File: src/rtl/nms_frame_scheduler_if.sv
// Window handshake, NMS issue/return strobes, downstream credit return and result sidebands.
// master = upstream/NMS/buffer environment, slave = the scheduler.
interface nms_frame_scheduler_if #(
    parameter int IMG_W = 640,
    parameter int IMG_H = 480
);
    localparam int CW = $clog2(IMG_W);
    localparam int RW = $clog2(IMG_H);

    // Handshake: a window transfers in any cycle where s_valid && s_ready; that same
    // cycle raises nms_issue. s_valid may be held across cycles with s_ready low.
    logic          s_valid;
    logic          s_ready;
    logic          nms_issue;
    logic          nms_ret_valid;
    logic          credit_ret;
    logic [CW-1:0] col;
    logic [RW-1:0] row;
    logic          res_border;
    logic          res_eol;
    logic          res_eof;

    modport master (
        output s_valid, nms_ret_valid, credit_ret,
        input  s_ready, nms_issue, col, row, res_border, res_eol, res_eof
    );

    modport slave (
        input  s_valid, nms_ret_valid, credit_ret,
        output s_ready, nms_issue, col, row, res_border, res_eol, res_eof
    );
endinterface

File: src/rtl/nms_frame_scheduler.sv
// Frame sequencer for the NMS stage: credit-gated window issue, row/col tracking, aligned sidebands.
// Optional stall counter built only when NMS_SCHED_PERF_EN is defined.
module nms_frame_scheduler #(
    parameter int IMG_W     = 640,
    parameter int IMG_H     = 480,
    parameter int NMS_LAT   = 3,
    parameter int OUT_DEPTH = 8,
    localparam int KW       = $clog2(OUT_DEPTH + 1)
) (
    input  logic                    clk,
    input  logic                    rst,
    input  logic                    start,
    output logic                    busy,
    output logic                    done,
    nms_frame_scheduler_if.slave    bus,
    output logic                    err_sync,
    output logic                    err_credit,
    output logic [31:0]             stall_cnt,
    output logic [1:0]              state_dbg,
    output logic [KW-1:0]           credits
);
    localparam int CW = $clog2(IMG_W);
    localparam int RW = $clog2(IMG_H);

    typedef enum logic [1:0] {IDLE = 2'd0, RUN = 2'd1, DRAIN = 2'd2, DONE = 2'd3} state_t;

    state_t        state;
    logic [CW-1:0] col_q;
    logic [RW-1:0] row_q;
    logic [KW-1:0] credit_q;
    logic [NMS_LAT:1] iss_sr;
    logic [NMS_LAT:1] brd_sr;
    logic [NMS_LAT:1] eol_sr;
    logic [NMS_LAT:1] eof_sr;

    logic ready;
    logic issue;
    logic at_eol;
    logic at_last;
    logic border;
    logic ret_full;
    logic frame_start;

    assign ready       = (state == RUN) && (credit_q != '0);
    assign issue       = bus.s_valid && ready;
    assign at_eol      = (col_q == CW'(IMG_W - 1));
    assign at_last     = at_eol && (row_q == RW'(IMG_H - 1));
    assign border      = (row_q == '0) || (row_q == RW'(IMG_H - 1)) || (col_q == '0) || at_eol;
    assign ret_full    = bus.credit_ret && (credit_q == KW'(OUT_DEPTH));
    assign frame_start = (state == IDLE) && start;

    always_ff @(posedge clk) begin
        if (rst) begin
            state <= IDLE;
            col_q <= '0;
            row_q <= '0;
            done  <= 1'b0;
        end else begin
            done <= 1'b0;
            case (state)
                IDLE: begin
                    if (start) begin
                        state <= RUN;
                        col_q <= '0;
                        row_q <= '0;
                    end
                end
                RUN: begin
                    if (issue) begin
                        if (at_last) begin
                            state <= DRAIN;
                            col_q <= '0;
                            row_q <= '0;
                        end else if (at_eol) begin
                            col_q <= '0;
                            row_q <= row_q + 1'b1;
                        end else begin
                            col_q <= col_q + 1'b1;
                        end
                    end
                end
                DRAIN: begin
                    // In flight == any issue bit still travelling toward the result stage.
                    if (iss_sr == '0) begin
                        state <= DONE;
                        done  <= 1'b1;
                    end
                end
                DONE: state <= IDLE;
                default: state <= IDLE;
            endcase
        end
    end

    // A return at full credit is a downstream bookkeeping error; the count saturates.
    always_ff @(posedge clk) begin
        if (rst) begin
            credit_q <= KW'(OUT_DEPTH);
        end else if (frame_start) begin
            credit_q <= KW'(OUT_DEPTH);
        end else if (issue && !bus.credit_ret) begin
            credit_q <= credit_q - 1'b1;
        end else if (!issue && bus.credit_ret && !ret_full) begin
            credit_q <= credit_q + 1'b1;
        end
    end

    always_ff @(posedge clk) begin
        if (rst) begin
            iss_sr     <= '0;
            brd_sr     <= '0;
            eol_sr     <= '0;
            eof_sr     <= '0;
            err_sync   <= 1'b0;
            err_credit <= 1'b0;
        end else begin
            iss_sr[1] <= issue;
            brd_sr[1] <= issue && border;
            eol_sr[1] <= issue && at_eol;
            eof_sr[1] <= issue && at_last;
            for (int i = 2; i <= NMS_LAT; i++) begin
                iss_sr[i] <= iss_sr[i-1];
                brd_sr[i] <= brd_sr[i-1];
                eol_sr[i] <= eol_sr[i-1];
                eof_sr[i] <= eof_sr[i-1];
            end
            err_sync   <= err_sync || (bus.nms_ret_valid != iss_sr[NMS_LAT]);
            err_credit <= err_credit || ret_full;
        end
    end

`ifdef NMS_SCHED_PERF_EN
    logic [31:0] stall_q;

    always_ff @(posedge clk) begin
        if (rst || frame_start) begin
            stall_q <= '0;
        end else if ((state == RUN) && bus.s_valid && !ready && (stall_q != '1)) begin
            stall_q <= stall_q + 1'b1;
        end
    end

    assign stall_cnt = stall_q;
`else
    assign stall_cnt = '0;
`endif

    assign busy           = (state == RUN) || (state == DRAIN);
    assign state_dbg      = state;
    assign credits        = credit_q;
    assign bus.s_ready    = ready;
    assign bus.nms_issue  = issue;
    assign bus.col        = col_q;
    assign bus.row        = row_q;
    assign bus.res_border = iss_sr[NMS_LAT] && brd_sr[NMS_LAT];
    assign bus.res_eol    = iss_sr[NMS_LAT] && eol_sr[NMS_LAT];
    assign bus.res_eof    = iss_sr[NMS_LAT] && eof_sr[NMS_LAT];
endmodule

File: src/flat_wrapper.sv
// flat-port wrapper written by rule: the top's interface ports become plain ports
module nms_frame_scheduler_flat 
#(
    parameter int IMG_W     = 640,
    parameter int IMG_H     = 480,
    parameter int NMS_LAT   = 3,
    parameter int OUT_DEPTH = 8,
    localparam int KW       = $clog2(OUT_DEPTH + 1)
)
  (clk, rst, start, busy, done, err_sync, err_credit, stall_cnt, state_dbg, credits, bus_s_valid, bus_nms_ret_valid, bus_credit_ret, bus_s_ready, bus_nms_issue, bus_col, bus_row, bus_res_border, bus_res_eol, bus_res_eof);
  nms_frame_scheduler_if #(.IMG_W(IMG_W), .IMG_H(IMG_H)) bus_i ();
  input  logic clk;
  input  logic rst;
  input  logic start;
  output logic busy;
  output logic done;
  output logic err_sync;
  output logic err_credit;
  output logic [31:0] stall_cnt;
  output logic [1:0] state_dbg;
  output logic [KW-1:0] credits;
  input wire logic [$bits(bus_i.s_valid)-1:0] bus_s_valid;
  input wire logic [$bits(bus_i.nms_ret_valid)-1:0] bus_nms_ret_valid;
  input wire logic [$bits(bus_i.credit_ret)-1:0] bus_credit_ret;
  output wire logic [$bits(bus_i.s_ready)-1:0] bus_s_ready;
  output wire logic [$bits(bus_i.nms_issue)-1:0] bus_nms_issue;
  output wire logic [$bits(bus_i.col)-1:0] bus_col;
  output wire logic [$bits(bus_i.row)-1:0] bus_row;
  output wire logic [$bits(bus_i.res_border)-1:0] bus_res_border;
  output wire logic [$bits(bus_i.res_eol)-1:0] bus_res_eol;
  output wire logic [$bits(bus_i.res_eof)-1:0] bus_res_eof;
  assign bus_i.s_valid = bus_s_valid;
  assign bus_i.nms_ret_valid = bus_nms_ret_valid;
  assign bus_i.credit_ret = bus_credit_ret;
  assign bus_s_ready = bus_i.s_ready;
  assign bus_nms_issue = bus_i.nms_issue;
  assign bus_col = bus_i.col;
  assign bus_row = bus_i.row;
  assign bus_res_border = bus_i.res_border;
  assign bus_res_eol = bus_i.res_eol;
  assign bus_res_eof = bus_i.res_eof;
  nms_frame_scheduler #(.IMG_W(IMG_W), .IMG_H(IMG_H), .NMS_LAT(NMS_LAT), .OUT_DEPTH(OUT_DEPTH)) u_core (.clk(clk), .rst(rst), .start(start), .busy(busy), .done(done), .bus(bus_i), .err_sync(err_sync), .err_credit(err_credit), .stall_cnt(stall_cnt), .state_dbg(state_dbg), .credits(credits));
endmodule
File: config.mk
export PLATFORM = sky130hd
export DESIGN_NAME = nms_frame_scheduler_flat
export DESIGN_NICKNAME = d
export VERILOG_FILES = /design/src/rtl/nms_frame_scheduler_if.sv /design/src/rtl/nms_frame_scheduler.sv /design/src/flat_wrapper.sv
export SDC_FILE = /design/constraint.sdc
export NUM_CORES = 1
export LEC_CHECK = 0
export BUFFER_PORTS_ARGS = -buffer_cell sky130_fd_sc_hd__clkbuf_2
export CAP_MARGIN = 20
export CORE_MARGIN = 1.5
export CORE_UTILIZATION = 25
export DETAILED_ROUTE_END_ITERATION = 7
export PLACE_DENSITY_LB_ADDON = 0.15
export SYNTH_ARGS = -nofsm -noshare
export SYNTH_HDL_FRONTEND = slang
export SYNTH_SLANG_ARGS = --single-unit
export TNS_END_PERCENT = 10
File: constraint.sdc
create_clock -name clk -period 3.1 [get_ports clk]
set_clock_uncertainty 0.2 [all_clocks]
set_input_delay 0.155 -clock clk [delete_from_list [all_inputs] [get_ports clk]]
set_output_delay 0.155 -clock clk [all_outputs]
set_load 0.03 [all_outputs]
==> results_tabular.tex <==
\begin{tabular}{lr}
\hline
Metric & Value \\
\hline
\multicolumn{2}{l}{\textbf{Outcome}} \\
\quad Run status & finished clean \\
\multicolumn{2}{l}{\textbf{Routing}} \\
\quad Number of iterations in the first detailed-routing pass & 5 \\
\quad Via count & 1782 \\
\quad Number of DRC markers after the initial detailed-route iteration & 52 \\
\quad Post-DR wirelength/cell & 12.2 um \\
\quad Final ANT Viol Nets & 0 \\
\quad Total Routed Length & 4.97 mm \\
\quad Drt via density & 4.39 \\
\quad Number of DRC violations after detailed routing & 0 \\
\multicolumn{2}{l}{\textbf{Global route}} \\
\quad GRT Total Usage & 0.107 \\
\quad Largest net degree at the start of global routing & 24 \\
\quad First-pass GRT wire length & 8.23 mm \\
\quad Initial antenna violation count & 0 \\
\quad Via count of the first global-routing pass & 1606 \\
\quad Global-route congestion overflow total & 0 \\
\multicolumn{2}{l}{\textbf{Worst hold path}} \\
\quad Launch point of the worst hold path & start \\
\quad WHS Endpoint & u\_core.credits[2] \\
\quad Worst Hold Depth & 3 \\
\quad Min-delay worst type & in2reg \\
\multicolumn{2}{l}{\textbf{Logic synthesis}} \\
\quad Area fraction in and, or, nand and nor cells after synthesis & 0.269 \\
\quad Proportion of netlist area held by the largest area contributor & 0.364 \\
\quad Main combinational cell family by area after synthesis & simple AND/OR/NAND/NOR gates \\
\quad Number of flops mapped to enable cells by yosys & 0 \\
\quad Seq/Total Area, Yosys & 0.364 \\
\quad Commonest cells post-synth & 40 x sky130\_fd\_sc\_hd\_\_dfxtp\_1, 32 x sky130\_fd\_sc\_hd\_\_buf\_4, 21 x sky130\_fd\_sc\_hd\_\_nor2\_1 \\
\quad Post-synthesis area per instance & 8.65 um2 \\
\quad Synthesized cell area & 0.00220 mm2 \\
\quad Xor-xnor portion of the synthesized cell area & 0.0518 \\
\quad Most used standard cell by instance count after synthesis & sky130\_fd\_sc\_hd\_\_dfxtp\_1 \\
\quad Post-synthesis register bit count & 40 \\
\quad Share of synthesized flip-flops with an asynchronous set or reset & 0 \\
\quad Multiplexer share of the synthesized area & 0 \\
\quad Most used flip-flop cell after synthesis & sky130\_fd\_sc\_hd\_\_dfxtp\_1 \\
\quad Number of standard cells after synthesis & 254 \\
\quad Largest cells by area after synthesis & sky130\_fd\_sc\_hd\_\_dfxtp\_1 36\%, sky130\_fd\_sc\_hd\_\_buf\_4 11\%, sky130\_fd\_sc\_hd\_\_ha\_1 5.1\%, sky130\_fd\_sc\_hd\_\_a21oi\_1 3.6\%, sky130\_fd\_sc\_hd\_\_nor2\_1 3.6\% \\
\quad Number of distinct library cells after synthesis & 44 \\
\quad Adder-Cell Fraction of Synth Area & 0.0603 \\
\quad Top cell type by total area after synthesis & sky130\_fd\_sc\_hd\_\_dfxtp\_1 \\
\quad Yosys warns & 0 \\
\quad Synthesized-area fraction occupied by ao, oa, aoi and oai cells & 0.113 \\
\multicolumn{2}{l}{\textbf{Timing}} \\
\quad Final slew viol count & 0 \\
\quad Transition at the pin with the smallest max-transition slack & 0.580 ns \\
\quad F\_max & 0.348 GHz \\
\quad Setup repair after global routing missed its margin & false \\
\quad Sum of negative setup slack & 0 ns \\
\quad Final min period & 2.87 ns \\
\quad Final number of hold-violating endpoints & 0 \\
\quad Final period util & 0.927 \\
\quad Setup violations, final & 0 \\
\quad Final Hold Slack & 0.0823 ns \\
\quad Max-slew headroom at the worst pin & 0.611 \\
\multicolumn{2}{l}{\textbf{Setup path}} \\
\quad Biggest fanout along the worst timing path & 6 \\
\quad Worst reg-to-reg setup slack & 0.23 ns \\
\quad Required time worst endpoint & 3.08 ns \\
\quad Critical path's largest stage delay & 0.60 ns \\
\quad Reg2reg path depth & 9 \\
\quad CP startpoint kind & flip-flop \\
\quad CP Capture Type & flip-flop \\
\quad Worst reg2reg path endpoint & u\_core.credits[3] \\
\quad Crit-path cells & nor4\_4 -> or3\_1 -> inv\_1 -> ha\_1 -> a21o\_1 -> a21oi\_1 -> or2\_1 -> o211a\_1 -> or3\_1 \\
\quad Crit path top cell by count & sky130\_fd\_sc\_hd\_\_or3\_1 \\
\quad Worst r2r src & u\_core.credits[0] \\
\quad Standard cell with the maximum stage delay on the critical path & sky130\_fd\_sc\_hd\_\_nor4\_4 \\
\quad Critical path origin & u\_core.credits[0] \\
\quad Arrival time of data at the critical path endpoint & 2.85 ns \\
\quad Setup CP Type & reg2reg \\
\multicolumn{2}{l}{\textbf{Final layout}} \\
\quad Post-layout net count & 313 \\
\quad Post-route design area & 0.00253 mm2 \\
\quad Area Growth Syn to Fin & 15.0\% \\
\quad Antenna cells & 0 \\
\quad Ratio of cells with drive above 1 in the final layout & 0.188 \\
\multicolumn{2}{l}{\textbf{Clock tree}} \\
\quad Clock sink count & 40 \\
\quad Worst-path clk slew & 0.08 ns \\
\quad Latest clock arrival within the worst-skew pair & 0.30 ns \\
\quad Max H-tree Level & 2 \\
\quad Number of buffers created by CTS & 5 \\
\quad Clock root buffer & sky130\_fd\_sc\_hd\_\_clkbuf\_8 \\
\quad Total setup buffers inserted after CTS & 0 \\
\quad Clock tree from TritonCTS & done \\
\quad Max Buffers Root-to-Sink & 2 \\
\multicolumn{2}{l}{\textbf{Place}} \\
\quad Post-Place Cell Area & 0.00239 mm2 \\
\quad Number of input and output port buffers inserted & 39 \\
\quad Final Wtd Congestion & 0.726 \\
\quad Sum of net half-perimeters after detailed placement & 3.72 mm \\
\multicolumn{2}{l}{\textbf{Power and ir drop}} \\
\quad Power per unit of standard cell area & 766 mW/mm2 \\
\quad Pleak & 0.00103 uW \\
\quad Worst-case vdd ir drop & 0.216 mV \\
\multicolumn{2}{l}{\textbf{Floorplan}} \\
\quad Starting Density & 0.255 \\
\quad Overall die area & 0.00937 mm2 \\
\quad Rows & 34 \\
\quad Count of pins on the block boundary & 72 \\
\quad Die X & 96.8 um \\
\quad Core Area & 0.00864 mm2 \\
\quad Height of the die & 96.8 um \\
\multicolumn{2}{l}{\textbf{Job}} \\
\quad Max-cap viol count & 0 \\
\hline
\end{tabular}
==> layout make-up <==
type                       count  area, um2
clock buffer                   5       68.8
clock inverter                 3       46.3
fill                         956       6110
inverter                      13       48.8
multi-input combinational    195       1200
sequential                    40        801
tap                          108        135
timing repair buffer          42        223
==> worst max-delay path by stage <==
| stage | slack [ns] | endpoint | depth (start not counted) |
|---|---|---|---|
| after CTS | 0.22 | u_core.credits[3] | 9 |
| after detailed placement | 0.24 | u_core.credits[3] | 9 |
| after global routing | 0.06 | u_core.credits[3] | 11 |
| after global placement | 0.32 | u_core.credits[3] | 9 |
| final | 0.23 | u_core.credits[3] | 9 |
| after floorplan | 0.29 | u_core.credits[3] | 10 |
==> where the power goes <==
| part | switching (uW) | internal [uW] |
|---|---|---|
| logic | 608 | 265 |
| clock network | 210 | 243 |
| registers | 47.5 | 562 |
| total | 865 | 1070 |
==> layer usage <==
| metal | global-route usage | vias up | wire length, um |
|---|---|---|---|
| li1 | - | 898 | - |
| met2 | 0.161 | 51 | 2270 |
| met3 | 0.0224 | 6 | 178 |
| met1 | 0.151 | 827 | 2450 |
| met4 | 0.0424 | 0 | 67 |
| met5 | 0 | - | 0 |
==> sequential cells by signal (all words and copies together), names as in the netlist <==
register	cells
u_core.brd_sr	3
u_core.bus.col	10
u_core.bus.row	9
u_core.credits	4
u_core.done	1
u_core.eof_sr	3
u_core.eol_sr	3
u_core.err_credit	1
u_core.err_sync	1
u_core.iss_sr	3
u_core.state_dbg	2
==> stage by stage <==
| stage | worst slack, ns | total power [uW] | utilization | cells |
|---|---|---|---|---|
| after floorplan | 0.289 | 1310 | - | 285 |
| after global placement | 0.318 | 1500 | 0.277 | 396 |
| after detailed placement | 0.241 | 1490 | 0.277 | 396 |
| after CTS | 0.223 | 1950 | 0.293 | 406 |
| after global routing | 0.0575 | 2060 | 0.293 | 406 |
| final | 0.227 | 1930 | 0.293 | 406 |
==> kinds of logic after synthesis <==
family / count (synthesis)
simple gates: 102
buf+inv: 50
flops: 40
compound gates: 38
xor+xnor: 13
fa+ha+maj: 10
other cells: 1
==> worst max-delay path: cells and delay by family (launching register included) <==
family | cells | cell delay, ns
buffers and inverters | 1 | 0.09
and+or+nand+nor | 4 | 1.41
DFF | 1 | 0.40
AOI/OAI and AO/OA | 3 | 0.37
adders and majority gates | 1 | 0.27
==> placed cells by master (no fill, tap or decap), types with 7 or more instances in the layout <==
cell / count
sky130_fd_sc_hd__dfxtp_1: 40
sky130_fd_sc_hd__inv_1: 13
sky130_fd_sc_hd__ha_1: 9
sky130_fd_sc_hd__nor2_1: 21
sky130_fd_sc_hd__nor3_1: 7
sky130_fd_sc_hd__clkbuf_2: 39
sky130_fd_sc_hd__a21oi_1: 16
sky130_fd_sc_hd__xor2_1: 9
sky130_fd_sc_hd__conb_1: 32
sky130_fd_sc_hd__nand3_1: 8
sky130_fd_sc_hd__or3_1: 8
sky130_fd_sc_hd__nor2b_1: 9
sky130_fd_sc_hd__nand2_1: 14
==> what timing repair did <==
action | in CTS | in global routing
gates resized for setup | 0 | 0
hold buffers | 2 | 0
hold endpoints to repair | 2 | 0
Power figures use the tool's default switching activity.
